==> src/rtl/tile_read_collector_pkg.sv <==
// Shared defaults for the tile fetch and collect stages.
// Also holds the word counter width helper.
package tile_read_collector_pkg;

  localparam int DATA_WIDTH_DEF   = 256;
  localparam int NUM_FETCHES_DEF  = 2;
  localparam int READ_LATENCY_DEF = 1;

  function automatic int cnt_width(input int n);
    return (n > 1) ? $clog2(n) : 1;
  endfunction

endpackage

==> src/rtl/tile_read_collector_rd_valid_delay.sv <==
// Delays the BRAM read strobe so it lines up with returning read data.
// busy flags any strobe still travelling through the line.
module rd_valid_delay #(
  parameter int DEPTH = 1
) (
  input  logic clk,
  input  logic rst_n,
  input  logic clr,
  input  logic din,
  output logic dout,
  output logic busy
);

  logic [DEPTH-1:0] sr_q, sr_d;

  always_comb begin
    sr_d = '0;
    if (!clr) begin
      sr_d[0] = din;
      for (int i = 1; i < DEPTH; i++) begin
        sr_d[i] = sr_q[i-1];
      end
    end
  end

  always_ff @(posedge clk or negedge rst_n) begin
    if (!rst_n) begin
      sr_q <= '0;
    end else begin
      sr_q <= sr_d;
    end
  end

  assign dout = sr_q[DEPTH-1];
  assign busy = |sr_q;

endmodule

==> src/rtl/tile_read_collector.sv <==
// Assembles BRAM read words into whole tiles using two ping-pong buffers.
// Tiles are presented from registered state only.
module tile_read_collector
  import tile_read_collector_pkg::*;
#(
  parameter int NUM_FETCHES_PER_TILE = NUM_FETCHES_DEF,
  parameter int DATA_WIDTH           = DATA_WIDTH_DEF,
  parameter int READ_LATENCY         = READ_LATENCY_DEF
) (
  input  logic                                       clk,
  input  logic                                       rst_n,
  input  logic                                       bram_en,
  input  logic [DATA_WIDTH-1:0]                      bram_rdata,
  input  logic                                       flush,
  output logic [NUM_FETCHES_PER_TILE*DATA_WIDTH-1:0] tile_data,
  output logic                                       tile_valid,
  input  logic                                       tile_ready,
  output logic                                       space_avail,
  output logic                                       overflow_err
);

  localparam int N  = NUM_FETCHES_PER_TILE;
  localparam int DW = DATA_WIDTH;
  localparam int TW = N * DW;
  localparam int CW = cnt_width(N);
  localparam logic [CW-1:0] LAST = CW'(N - 1);

  logic          rd_valid;
  logic          pending;
  logic [TW-1:0] buf_q [2];
  logic [TW-1:0] buf_d [2];
  logic [1:0]    full_q, full_d;
  logic          wr_ptr_q, wr_ptr_d;
  logic          rd_ptr_q, rd_ptr_d;
  logic [CW-1:0] word_cnt_q, word_cnt_d;
  logic          ovf_q, ovf_d;
  logic          accept;

  rd_valid_delay #(
    .DEPTH (READ_LATENCY)
  ) u_dly (
    .clk   (clk),
    .rst_n (rst_n),
    .clr   (flush),
    .din   (bram_en),
    .dout  (rd_valid),
    .busy  (pending)
  );

  assign accept = full_q[rd_ptr_q] & tile_ready;

  // accept and write never hit the same buffer: one needs full, the other not
  always_comb begin
    buf_d      = buf_q;
    full_d     = full_q;
    wr_ptr_d   = wr_ptr_q;
    rd_ptr_d   = rd_ptr_q;
    word_cnt_d = word_cnt_q;
    ovf_d      = ovf_q;
    if (flush) begin
      full_d     = '0;
      wr_ptr_d   = 1'b0;
      rd_ptr_d   = 1'b0;
      word_cnt_d = '0;
      ovf_d      = 1'b0;
    end else begin
      if (accept) begin
        full_d[rd_ptr_q] = 1'b0;
        rd_ptr_d         = ~rd_ptr_q;
      end
      if (rd_valid) begin
        if (full_q[wr_ptr_q]) begin
          ovf_d = 1'b1;
        end else begin
          buf_d[wr_ptr_q][int'(word_cnt_q)*DW +: DW] = bram_rdata;
          if (word_cnt_q == LAST) begin
            full_d[wr_ptr_q] = 1'b1;
            wr_ptr_d         = ~wr_ptr_q;
            word_cnt_d       = '0;
          end else begin
            word_cnt_d = word_cnt_q + CW'(1);
          end
        end
      end
    end
  end

  always_ff @(posedge clk or negedge rst_n) begin
    if (!rst_n) begin
      buf_q[0]   <= '0;
      buf_q[1]   <= '0;
      full_q     <= '0;
      wr_ptr_q   <= 1'b0;
      rd_ptr_q   <= 1'b0;
      word_cnt_q <= '0;
      ovf_q      <= 1'b0;
    end else begin
      buf_q      <= buf_d;
      full_q     <= full_d;
      wr_ptr_q   <= wr_ptr_d;
      rd_ptr_q   <= rd_ptr_d;
      word_cnt_q <= word_cnt_d;
      ovf_q      <= ovf_d;
    end
  end

  assign tile_valid   = full_q[rd_ptr_q];
  assign tile_data    = buf_q[rd_ptr_q];
  assign overflow_err = ovf_q;
  assign space_avail  = !full_q[wr_ptr_q] && (word_cnt_q == '0)
                        && !pending && !bram_en;

endmodule

==> config.mk <==
export PLATFORM = sky130hd
export DESIGN_NAME = tile_read_collector
export DESIGN_NICKNAME = d
export VERILOG_FILES = /design/src/rtl/tile_read_collector_pkg.sv /design/src/rtl/tile_read_collector_rd_valid_delay.sv /design/src/rtl/tile_read_collector.sv
export SDC_FILE = /design/constraint.sdc
export NUM_CORES = 1
export LEC_CHECK = 0
export ABC_AREA = 0
export BUFFER_PORTS_ARGS = -buffer_cell sky130_fd_sc_hd__buf_2
export CAP_MARGIN = 20
export CORE_MARGIN = 4
export CORE_UTILIZATION = 44
export DETAILED_ROUTE_END_ITERATION = 10
export PLACE_DENSITY = 0.75
export SYNTH_ARGS = -nofsm -noshare
export SYNTH_HDL_FRONTEND = slang
export SYNTH_SLANG_ARGS = --single-unit
==> constraint.sdc <==
create_clock -name clk -period 3.6 [get_ports clk]
set_input_delay 0.72 -clock clk [delete_from_list [all_inputs] [get_ports clk]]
set_output_delay 0.72 -clock clk [all_outputs]
set_load 0.01 [all_outputs]
; Yosys cells after proc, flatten, opt, wreduce, memory -nomap -nowiden
; Cells that the tools add are included.
[totals]
regBits = 1031
elab_cells = 82
output_inout_bits = 515
[op_classes]
bitwise_logic = 11
eq_ne = 1
n_lt_le_gt_ge = 7
muxes = 34
shift = 2
reduce_logical = 17
n_addsub = 2
[ops]
columns = operator, n
row1 = $mux W512, 4
row2 = $bwmux W1024, 1
row3 = $demux W512 S1, 1
row4 = $shift A256 B33 Y512 const A, 1
row5 = $shiftx A256 B33 Y512, 1
row6 = $neg A9 Y33, 1
row7 = $mux W1, 20
row8 = $mux W2, 6
row9 = $reduce_bool A2 Y1, 4
row10 = $logic_and A1 B1 Y1, 6
row11 = $reduce_and A3 Y1, 2
row12 = $not A1 Y1, 5
row13 = $ge A2 B2 Y1 const B, 2
row14 = $lt A1 B2 Y1 const B, 2
row15 = $not A1 Y2, 2
row16 = $reduce_and A2 Y1, 2
row17 = $logic_not A1 Y1, 3
row18 = $and A2 B2 Y2, 1
row19 = $demux W1 S1, 2
row20 = $ge A1 B1 Y1 const B, 2
row21 = $lt A2 B1 Y1 const B, 1
row22 = $ne A2 B2 Y1 const B, 1
row23 = $not A2 Y2, 1
row24 = $or A2 B2 Y2, 1
row25 = other kinds (2), 2

; Depth between registers and ports, before layout
[logic_depth]
word_depth = 13
mapped_depth = 6
mapped_depth_nobuf = 3

; Cells and area by module
; A second synthesis with hierarchy kept.
[unflattened]
hier_cells = 2767
hier_area_um2 = 44192.4
[by_module_without_submodules]
columns = mod, area_each_um2, instances, cells_each
row1 = tile_read_collector, 44146.1, 1, 2764
row2 = rd_valid_delay, 46.3, 1, 3

; Worst setup path after synthesis
; No wires, ideal clock.
[synth_path]
path_type = reg-to-output
start = register rd_ptr_q
end = output tile_data[385]
required_time_ns = 2.880
setup_slack_ns = 1.335
path_buffers = 4
path_stages_with_launch = 6
t_arrival_ns = 1.545
path_cell_list = dfrtp_1 clkbuf_1 clkbuf_1 clkbuf_1 buf_2 mux2_2
[synth_via]
elab_chain_len = 4
[synth_rtl]
columns = element, line
row1 = "start, declared", tile_read_collector.sv:34  ; logic rd_ptr_q, rd_ptr_d;
row2 = "start signal, assigned", tile_read_collector.sv:101  ; rd_ptr_q <= rd_ptr_d;
row3 = $not A1 Y2 (implied by the code), tile_read_collector.sv:108  ; assign tile_data = buf_q[rd_ptr_q];
row4 = $mux W512 (implied by the code) (3 in series), tile_read_collector.sv:108
row5 = "end, declared", tile_read_collector.sv:15  ; output logic [NUM_FETCHES_PER_TILE*DATA_WIDTH-1:0] tile_data,
; No other way between the ends. The select of a mux whose other input is x is not followed.

; Worst setup path after layout
[layout_path]
start = register rd_ptr_q
end = output tile_data[399]
; The elaborated chain is that of the path after synthesis.

==> impl_metrics.yaml <==
pwr:
  max-vdd-ir-drop_uv: 587
  power_leakage_uw: 0.0274
  p_per_area_mw_per_mm2: 607
layout:
  drive_gt1_share_pct: 70.8
  area_growth_pct: 20.9
  fin_util_pct: 53.7
  layout.nets: 3839
detailed_routing:
  drc: 0
  vias: 26200
  wl_per_cell_um: 22.6
  totalWireLength_um: 114000
  ant_nets: 0
  viasPerCell: 5.18
  drtPass1Iterations: 4
  drtIter0Drc: 1214
setup_path:
  worstSetupStartpointType: "register"
  worstPathArrival_ns: 2.54
  path_class: "register to primary output"
  reg2reg_from: "u_dly.busy"
  cp_max_fo: 35
  worstPathRequired_ns: 2.88
  critPathCaptureType: "primary output"
  worstSetupStartpoint: "rd_ptr_q"
floorplanning:
  die_y_um: 329
  core_mm2: 0.102
  dieArea_mm2: 0.108
  ioPinCount: 776
  placementRows: 117
  die_w_um: 329
  start_util_pct: 44.4
clock_tree:
  cts_tree: "built"
  postCtsResizedCells: 0
  numCtsBuffers: 107
  clk_path_buf_depth: 3
  clk_latency_ns: 0.68
  clk_pin_slew_worst_paths_ns: 0.06
  htreeDepth: 3
  cts-root-buf: "clkbuf_16"
  postCtsSetupBuffers: 0
  cts_hold_buf: 0
  cts_sinks: 1031
synthesis:
  synth_top_family_by_area: "multiplexers"
  ys_types: 23
  yosys.area_share.xor_xnor_pct: 0
  yosysWarnings: 0
  synthMuxAreaShare_pct: 40.2
  synthTopCellsByArea: "dfrtp_1 57%, mux2_2 32%, mux2_4 7.9%, buf_2 1.0%, buf_12 0.97%"
  synth_top_area_cell: "dfrtp_1"
  synthCells: 2768
  synth_top_area_share_pct: 56.9
  synth-seq-cells: 1031
  seq_area_frac_synth_pct: 56.9
  yosys.area_share.simple_pct: 0.221
  synth_area_mm2: 0.0453
  syn_nets: 3029
  synthAdderAreaFrac_pct: 0
  synth_compound_area_share_pct: 0.110
  syn_avg_cell_area_um2: 16.4
sta:
  timing.slew.headroom_pct: 27.6
  min_period_ns: 3.26
  tns_ns: 0
  hold_viol: 0
  rsz0062_at_grt: "false"
  finalSetupViolations: 0
  tightest_slew_ns: 1.09
  timing.final.crit_share_pct: 90.7
  fin_skew_ns: 0.0161
  drv_slew: 0
  fmax_mhz: 306
flow_run:
  maxCapViolations: 0
placed_design:
  dp_hpwl_um: 79300
  gp_congestion: 0.799
  portBuffers: 775
grt:
  gr-total-overflow: 0
  grt_pass1_wl_um: 174000
  grt_usage_pct: 20.7
  grt_antenna_before_repair: 32
  grt_pass1_vias: 28700
  grt_max_degree: 132
outcome:
  outcome: "finished clean"
min_path:
  hold_path_class: "input pin to async pin"
-- path summary, 6_finish.rpt --
check / endpoint / slack, ns / depth (start not counted)
min reg2reg: buf_q[11] / 0.50 / 1
max in group asynchronous: buf_q[418] / 2.45 / 2
max reg2reg: buf_q[908] / 1.30 / 4
min in group clk: rd_ptr_q / 0.27 / 2
min: buf_q[1012] / 0.06 / 1
max: tile_data[399] / 0.34 / 4
-- cells in the final DEF (no fill, tap or decap), types with 20 or more instances in the layout --
cell / n
clkbuf_8: 29
clkinv_2: 20
buf_2: 774
clkbuf_16: 110
diode_2: 24
mux2_4: 240
dfrtp_1: 1030
mux2_2: 1298
buf_12: 41
buf_4: 57
-- power breakdown --
group          internal (uW)  total (uW)  switching, uW
logic                   3900        7300           3400
registers              13500       14500            935
clock network           6900       11500           4620
total                  24300       33300           8960
-- cell usage after synthesis --
library cell  count
mux2_2         1298
dfrtp_1        1031
mux2_4          240
buf_2            92
clkbuf_1         49
buf_12           22
buf_6             6
a21oi_1           4
buf_1             3
inv_1             3
nand2_1           3
nand3b_1          3
nor2_1            3
or3_1             2
a311oi_1          1
a31o_2            1
nor2b_1           1
nor3b_1           1
nor3b_2           1
nor4_1            1
nor4bb_1          1
o211ai_1          1
o21ai_0           1
-- stage by stage --
stage	instances	setup WS, ns	total power, uW	hold WS [ns]	cell area, um^2
after floorplan	2768	1.33	18700	0.424	45300
after global placement	4837	0.869	21800	0.482	51100
after detailed placement	4837	0.831	22000	0.487	51100
after CTS	5034	0.200	33700	0.0756	54800
after global routing	5054	0.184	34800	0.101	54800
final	5058	0.336	33300	0.0637	54800
-- flip-flops by register name, indices dropped and copies added, names as in the netlist --
name,count
u_dly.busy,1
rd_ptr_q,1
word_cnt_q,1
wr_ptr_q,1
overflow_err,1
buf_q,1024
full_q,2
-- logic make-up after synthesis --
kind of cell,count (synthesis)
AOI/OAI and AO/OA,8
muxes,1538
DFF,1031
buffers and inverters,175
and+or+nand+nor,16
-- routing by layer --
| metal | vias up | GRT usage, % | wire, um |
|---|---|---|---|
| met2 | 649 | 34.2 | 55600 |
| li1 | 11600 | - | - |
| met1 | 13700 | 25.5 | 45900 |
| met3 | 257 | 5.02 | 6850 |
| met4 | 8 | 10.1 | 5680 |
| met5 | - | 0 | 49 |
-- worst max-delay path, cell delays in order (launching register included) --
cell and delay, ns:
dfrtp_4 0.66, buf_12 0.30, buf_4 0.32, mux2_2 0.38, buf_2 0.15
-- layout make-up --
cell class,count,area (um^2)
fillers,8296,47200
flip-flops and latches,1031,25800
multi-input cells,1562,18400
repair buffers,873,5140
clock buffers,157,3220
well taps,1368,1710
clock inverters,40,502
diodes,24,60.1
inverters,3,11.3
No activity file was read; power rests on OpenSTA's default activity.
